<file path="src/rtl/id_ex_forward_stage.sv">
// ID/EX pipeline register with EX-stage operand forwarding and load-use stall detection.
// Two forwarding muxes (rs1, rs2) sit behind the register and feed the ALU operands.

module id_ex_fwd_mux #(
  parameter int DATA_WIDTH     = 32,
  parameter int REG_ADDR_WIDTH = 5
) (
  input  logic [REG_ADDR_WIDTH-1:0] src_rs,
  input  logic [DATA_WIDTH-1:0]     reg_data,
  input  logic [REG_ADDR_WIDTH-1:0] exmem_rd,
  input  logic                      exmem_reg_write,
  input  logic [DATA_WIDTH-1:0]     exmem_result,
  input  logic [REG_ADDR_WIDTH-1:0] memwb_rd,
  input  logic                      memwb_reg_write,
  input  logic [DATA_WIDTH-1:0]     memwb_result,
  output logic [DATA_WIDTH-1:0]     fwd_data
);
  // Newest producer first; x0 is hardwired zero and never forwarded.
  always_comb begin
    fwd_data = reg_data;
    if (exmem_reg_write && exmem_rd != '0 && exmem_rd == src_rs)
      fwd_data = exmem_result;
    else if (memwb_reg_write && memwb_rd != '0 && memwb_rd == src_rs)
      fwd_data = memwb_result;
  end
endmodule

module id_ex_forward_stage #(
  parameter int DATA_WIDTH     = 32,
  parameter int REG_ADDR_WIDTH = 5,
  parameter int ALU_OP_WIDTH   = 4
) (
  input  logic                      clk,
  input  logic                      reset,
  input  logic                      id_valid_i,
  input  logic [REG_ADDR_WIDTH-1:0] id_rs1_i,
  input  logic [REG_ADDR_WIDTH-1:0] id_rs2_i,
  input  logic [REG_ADDR_WIDTH-1:0] id_rd_i,
  input  logic [DATA_WIDTH-1:0]     id_rs1_data_i,
  input  logic [DATA_WIDTH-1:0]     id_rs2_data_i,
  input  logic [DATA_WIDTH-1:0]     id_imm_i,
  input  logic [ALU_OP_WIDTH-1:0]   id_alu_op_i,
  input  logic                      id_alu_src_i,
  input  logic                      id_reg_write_i,
  input  logic                      id_mem_read_i,
  input  logic                      flush_i,
  input  logic [REG_ADDR_WIDTH-1:0] exmem_rd_i,
  input  logic                      exmem_reg_write_i,
  input  logic [DATA_WIDTH-1:0]     exmem_result_i,
  input  logic [REG_ADDR_WIDTH-1:0] memwb_rd_i,
  input  logic                      memwb_reg_write_i,
  input  logic [DATA_WIDTH-1:0]     memwb_result_i,
  output logic                      stall_o,
  output logic                      ex_valid_o,
  output logic [ALU_OP_WIDTH-1:0]   alu_op_o,
  output logic [DATA_WIDTH-1:0]     alu_a_o,
  output logic [DATA_WIDTH-1:0]     alu_b_o,
  output logic [DATA_WIDTH-1:0]     ex_store_data_o,
  output logic [REG_ADDR_WIDTH-1:0] ex_rd_o,
  output logic                      ex_reg_write_o,
  output logic                      ex_mem_read_o
);
  typedef struct packed {
    logic                      valid;
    logic [REG_ADDR_WIDTH-1:0] rs1;
    logic [REG_ADDR_WIDTH-1:0] rs2;
    logic [REG_ADDR_WIDTH-1:0] rd;
    logic [DATA_WIDTH-1:0]     rs1_data;
    logic [DATA_WIDTH-1:0]     rs2_data;
    logic [DATA_WIDTH-1:0]     imm;
    logic [ALU_OP_WIDTH-1:0]   alu_op;
    logic                      alu_src;
    logic                      reg_write;
    logic                      mem_read;
  } idex_t;

  idex_t ex_q, ex_d;

  assign stall_o = ex_q.valid && ex_q.mem_read && ex_q.rd != '0 && id_valid_i &&
                   (ex_q.rd == id_rs1_i || ex_q.rd == id_rs2_i);

  // Flush and stall both leave an all-zero bubble; the stalled instruction stays in ID.
  always_comb begin
    ex_d = '0;
    if (!(flush_i || stall_o)) begin
      ex_d.valid     = id_valid_i;
      ex_d.rs1       = id_rs1_i;
      ex_d.rs2       = id_rs2_i;
      ex_d.rd        = id_rd_i;
      ex_d.rs1_data  = id_rs1_data_i;
      ex_d.rs2_data  = id_rs2_data_i;
      ex_d.imm       = id_imm_i;
      ex_d.alu_op    = id_alu_op_i;
      ex_d.alu_src   = id_alu_src_i;
      ex_d.reg_write = id_reg_write_i && id_valid_i;
      ex_d.mem_read  = id_mem_read_i && id_valid_i;
    end
  end

  always_ff @(posedge clk) begin
    if (reset) ex_q <= '0;
    else       ex_q <= ex_d;
  end

  // Index 0 = rs1, index 1 = rs2.
  logic [1:0][REG_ADDR_WIDTH-1:0] src_rs;
  logic [1:0][DATA_WIDTH-1:0]     src_data;
  logic [1:0][DATA_WIDTH-1:0]     fwd_data;

  assign src_rs   = {ex_q.rs2, ex_q.rs1};
  assign src_data = {ex_q.rs2_data, ex_q.rs1_data};

  for (genvar g = 0; g < 2; g++) begin : g_fwd
    id_ex_fwd_mux #(
      .DATA_WIDTH    (DATA_WIDTH),
      .REG_ADDR_WIDTH(REG_ADDR_WIDTH)
    ) u_mux (
      .src_rs         (src_rs[g]),
      .reg_data       (src_data[g]),
      .exmem_rd       (exmem_rd_i),
      .exmem_reg_write(exmem_reg_write_i),
      .exmem_result   (exmem_result_i),
      .memwb_rd       (memwb_rd_i),
      .memwb_reg_write(memwb_reg_write_i),
      .memwb_result   (memwb_result_i),
      .fwd_data       (fwd_data[g])
    );
  end

  assign alu_a_o         = fwd_data[0];
  assign alu_b_o         = ex_q.alu_src ? ex_q.imm : fwd_data[1];
  assign ex_store_data_o = fwd_data[1];
  assign ex_valid_o      = ex_q.valid;
  assign alu_op_o        = ex_q.alu_op;
  assign ex_rd_o         = ex_q.rd;
  assign ex_reg_write_o  = ex_q.reg_write;
  assign ex_mem_read_o   = ex_q.mem_read;
endmodule

</file>
<file path="config.mk">
export PLATFORM = sky130hd
export DESIGN_NAME = id_ex_forward_stage
export DESIGN_NICKNAME = d
export VERILOG_FILES = /design/src/rtl/id_ex_forward_stage.sv
export SDC_FILE = /design/constraint.sdc
export NUM_CORES = 1
export LEC_CHECK = 0
export CORE_MARGIN = 5
export CORE_UTILIZATION = 36
export DETAILED_ROUTE_END_ITERATION = 10
export PLACE_DENSITY_LB_ADDON = 0.05
export SYNTH_ARGS = -nofsm -noshare
export SYNTH_HDL_FRONTEND = slang
export SYNTH_SLANG_ARGS = --single-unit
</file>
<file path="constraint.sdc">
create_clock -name clk -period 2.2 [get_ports clk]
set_input_delay 0.22 -clock clk [delete_from_list [all_inputs] [get_ports clk]]
set_output_delay 0.22 -clock clk [all_outputs]
set_load 0.1 [all_outputs]
</file>
==> implementation parameters <==
Parameter                              Value

Pwr
  IR Drop Worst-Case VDD    628 uV
  Clock share of power    0.362
  Net switching power figure    2840 uW
  Power density cells    579 nW/um2
  Portion of total power attributed to sequential cells    0.285
  Internal cell power    5250 uW
  Share of power burned in combinational logic    0.353
  Switching Share    0.350
  Static leakage    0.00506 uW

Logic synthesis
  Multiplexer share of the synthesized area    0.103
  Simple logic cell fraction of the synthesized area    0.284
  Proportion of register bits with asynchronous set or reset after synthesis    0
  Net count of the mapped netlist    879
  Share of Yosys cell area claimed by the top area cell type    0.401
  Yosys warnings    0
  Commonest cells in the netlist    sky130_fd_sc_hd__and2_1, sky130_fd_sc_hd__dfxtp_1, sky130_fd_sc_hd__nor2_1
  EDFF count, synth    0
  Netlist Area Pre-Place    5940 um2
  Adder-cell share of the synthesized area    0
  Post-Synthesis Mean Instance Area    8.72 um2
  Register area share after synthesis    0.401
  Synth Area in XOR/XNOR    0.0442
  Fraction of the mapped netlist area in compound gates    0.115
  Synth Register Bits    119
  Cell taking the most area after synthesis    sky130_fd_sc_hd__dfxtp_1
  Synth Instances    681
  Number of library cell types mapped by synthesis    34
  Dominant combinational cell family by area after synthesis    simple AND/OR/NAND/NOR gates
  Ranking of synthesized cells by area    sky130_fd_sc_hd__dfxtp_1, sky130_fd_sc_hd__and2_1, sky130_fd_sc_hd__mux2i_1
  Most instantiated flip-flop cell in the synthesis netlist    sky130_fd_sc_hd__dfxtp_1

Critical path
  WP data required    1980 ps
  Number of cells on the critical path    8
  Crit path max-delay family    simple AND/OR/NAND/NOR gates
  Startpoint of the most critical register-to-register path    ex_rd_o[0]
  Critical path endpoint    alu_b_o[0]
  Crit. Startpoint    ex_q[112]
  Slowest cell on crit path    sky130_fd_sc_hd__or4b_4
  Buffers plus inverters on the worst setup path    3
  Largest fanout on the critical path    12
  Ordered list of cells on the worst path    xor2_4 -> or4b_4 -> buf_6 -> o31ai_2 -> buf_4 -> a31oi_4 -> mux2_4 -> buf_12
  Worst R2R Path Depth    5
  Register-to-Register Setup Slack    350 ps
  Maximum cell stage delay along the critical path    590 ps
  Endpoint of the worst-slack reg-to-reg timing path    ex_q[93]
  Signal arrival time at the worst endpoint    2690 ps
  Startpoint type of the worst setup path    register
  Worst Path Class, Setup    reg -> out
  Endpoint type of the worst setup path    primary output

Floorplan
  Top-level port count    307
  Effective utilization at floorplan    0.362
  Core box area    16400 um2
  Die Outline Area    19200 um2
  Die H    138 um
  Number of placement rows    47
  Horizontal die dimension    138 um

Run status
  Run status    complete, but fails checks
  Failing checks    setup timing

CTS
  TritonCTS sink count    119
  H-tree depth reported by CTS    4
  Clock-pin transition on the worst setup and hold timing paths    60 ps
  Post-CTS Hold Fix Bufs    0
  Cell chosen for the clock root    sky130_fd_sc_hd__clkbuf_16
  Number of clock buffers inserted by TritonCTS    17
  Skew-Pair Late Insertion Delay    430 ps
  TritonCTS clock tree    done
  Longest Clk Path Bufs    2

Global routing
  Antenna violations before repair    2
  Total Routing Usage GR    0.288
  First-pass GRT wire length    43300 um
  Pin count of the biggest net entering global routing    41
  Number of global-route vias before repair    7477
  Total congestion overflow    0

Job
  Count of maximum capacitance violations    0

Drt
  Routed length on met2    15300 um
  Via-to-Cell Ratio    5.40
  Met3 layer wire length in the routed design    2480 um
  Met1 wire length    10600 um
  Detailed-route DRC error count    0
  Count of TritonRoute iterations in the first routing pass    5
  Detailed-route wire length    29600 um
  Via total after detailed routing    6891
  Initial DRC count    512
  Top layer in use    met5
  Post-DR wirelength/cell    23.2 um
  Remaining number of nets flagged by the antenna check after routing    0

STA
  Setup violators final    96
  Actual transition at the worst max-transition pin    606 ps
  Shortest period the worst path allows    2910 ps
  Max_slew headroom    0.595
  Worst clock skew    6.09 ps
  Setup repair after global routing missed its margin    true
  Number of max-slew violations in the final report    0
  Minimum setup slack in the final design    -712 ps
  Worst hold margin    349 ps
  Final period util    1.32
  Final Hold Vio Count    0
  Setup total negative slack    -47230 ps
  Top achievable clock speed    343 MHz

Layout
  Synthesis-to-layout area growth    135%
  Net count, final    1241
  Fraction of final layout cells with drive strength greater than 1    0.467

Hold path
  Tightest Hold Check Type    in -> reg

Place
  Placer congestion estimate    0.816
  Port Buf Inserts    306
  DPL Wire Length    19200 um
cells in the final DEF (no fill, tap or decap), types with 12 or more instances in the layout:
cell type / instances
sky130_fd_sc_hd__nand3_1: 29
sky130_fd_sc_hd__nor2_1: 12
sky130_fd_sc_hd__dfxtp_1: 110
sky130_fd_sc_hd__a21oi_4: 32
sky130_fd_sc_hd__mux2i_4: 26
sky130_fd_sc_hd__buf_12: 119
sky130_fd_sc_hd__nor4_1: 26
sky130_fd_sc_hd__o31ai_4: 28
sky130_fd_sc_hd__buf_4: 58
sky130_fd_sc_hd__nor2_2: 19
sky130_fd_sc_hd__xnor2_1: 15
sky130_fd_sc_hd__clkbuf_16: 17
sky130_fd_sc_hd__and2_1: 117
sky130_fd_sc_hd__nand2_1: 35
sky130_fd_sc_hd__mux2_4: 26
sky130_fd_sc_hd__nor2_4: 17
sky130_fd_sc_hd__clkdlybuf4s50_1: 188
sky130_fd_sc_hd__a31oi_4: 26
sky130_fd_sc_hd__buf_6: 29
sky130_fd_sc_hd__nor3_2: 23
logic make-up (layout without fill, tap and decap cells):
family / Yosys count / count (layout)
other cells: 0 / 1
flops: 119 / 119
xor+xnor: 30 / 30
mux: 58 / 58
simple gates: 303 / 303
buf+inv: 70 / 445
compound gates: 101 / 101
registers in the layout (all words and copies together), names as in the netlist:
name and count:
ex_valid_o 1, ex_mem_read_o 1, ex_reg_write_o 1, alu_op_o 4, ex_rd_o 5, ex_q 107
repair_timing:
| item | in CTS | in global routing |
|---|---|---|
| pin swaps | 33 | 38 |
| cloned | 8 | 0 |
| setup endpoints to repair | 96 | 96 |
| resized for setup | 159 | 76 |
| buffers inserted | 11 | 8 |
power groups by stage:
stage	Clock (uW)	Sequential [uW]	Combinational, uW
after floorplan	0	2330	1470
after global placement	0	2330	2600
after detailed placement	0	2330	2620
after CTS	2920	2300	2770
after global routing	3040	2310	2930
final	2930	2300	2850
worst min path at each step:
stage / slack, ps / end / depth (start not counted) / start
after global placement: 720 / alu_op_o[3] / 1 / alu_op_o[3]
final: 350 / ex_rd_o[0] / 2 / id_rd_i[0]
after floorplan: 340 / ex_q[108] / 1 / id_rs2_i[0]
after CTS: 340 / ex_q[2] / 2 / id_alu_src_i
after global routing: 350 / ex_q[39] / 2 / id_rs2_data_i[0]
after detailed placement: 720 / alu_op_o[3] / 1 / alu_op_o[3]
stage by stage:
step | cells | power [uW] | instance area [um2] | setup slack (ps) | utilization
3_5_place_dp | 1223 | 4950 | 11900 | -916 | 0.725
6_report | 1277 | 8090 | 14000 | -712 | 0.852
3_3_place_gp | 1223 | 4920 | 11900 | -852 | 0.725
2_1_floorplan | 681 | 3800 | 7260 | -456 | -
4_1_cts | 1273 | 7990 | 13600 | -656 | 0.828
5_1_grt | 1277 | 8280 | 14000 | -779 | 0.852
final cells by class:
| class | instances | area (um2) |
|---|---|---|
| tap | 220 | 275 |
| antenna | 1 | 2.50 |
| fill | 784 | 2430 |
| clock buffer | 17 | 425 |
| sequential | 119 | 2400 |
| clock inverter | 15 | 180 |
| multi-input combinational | 492 | 5350 |
| timing repair buffer | 413 | 5340 |
routing by layer:
layer,global-route usage,vias up
li1,-,3101
met1,0.314,3281
met2,0.513,412
met3,0.0860,95
met4,0.130,2
met5,0,-
Power figures use the tool's default switching activity.
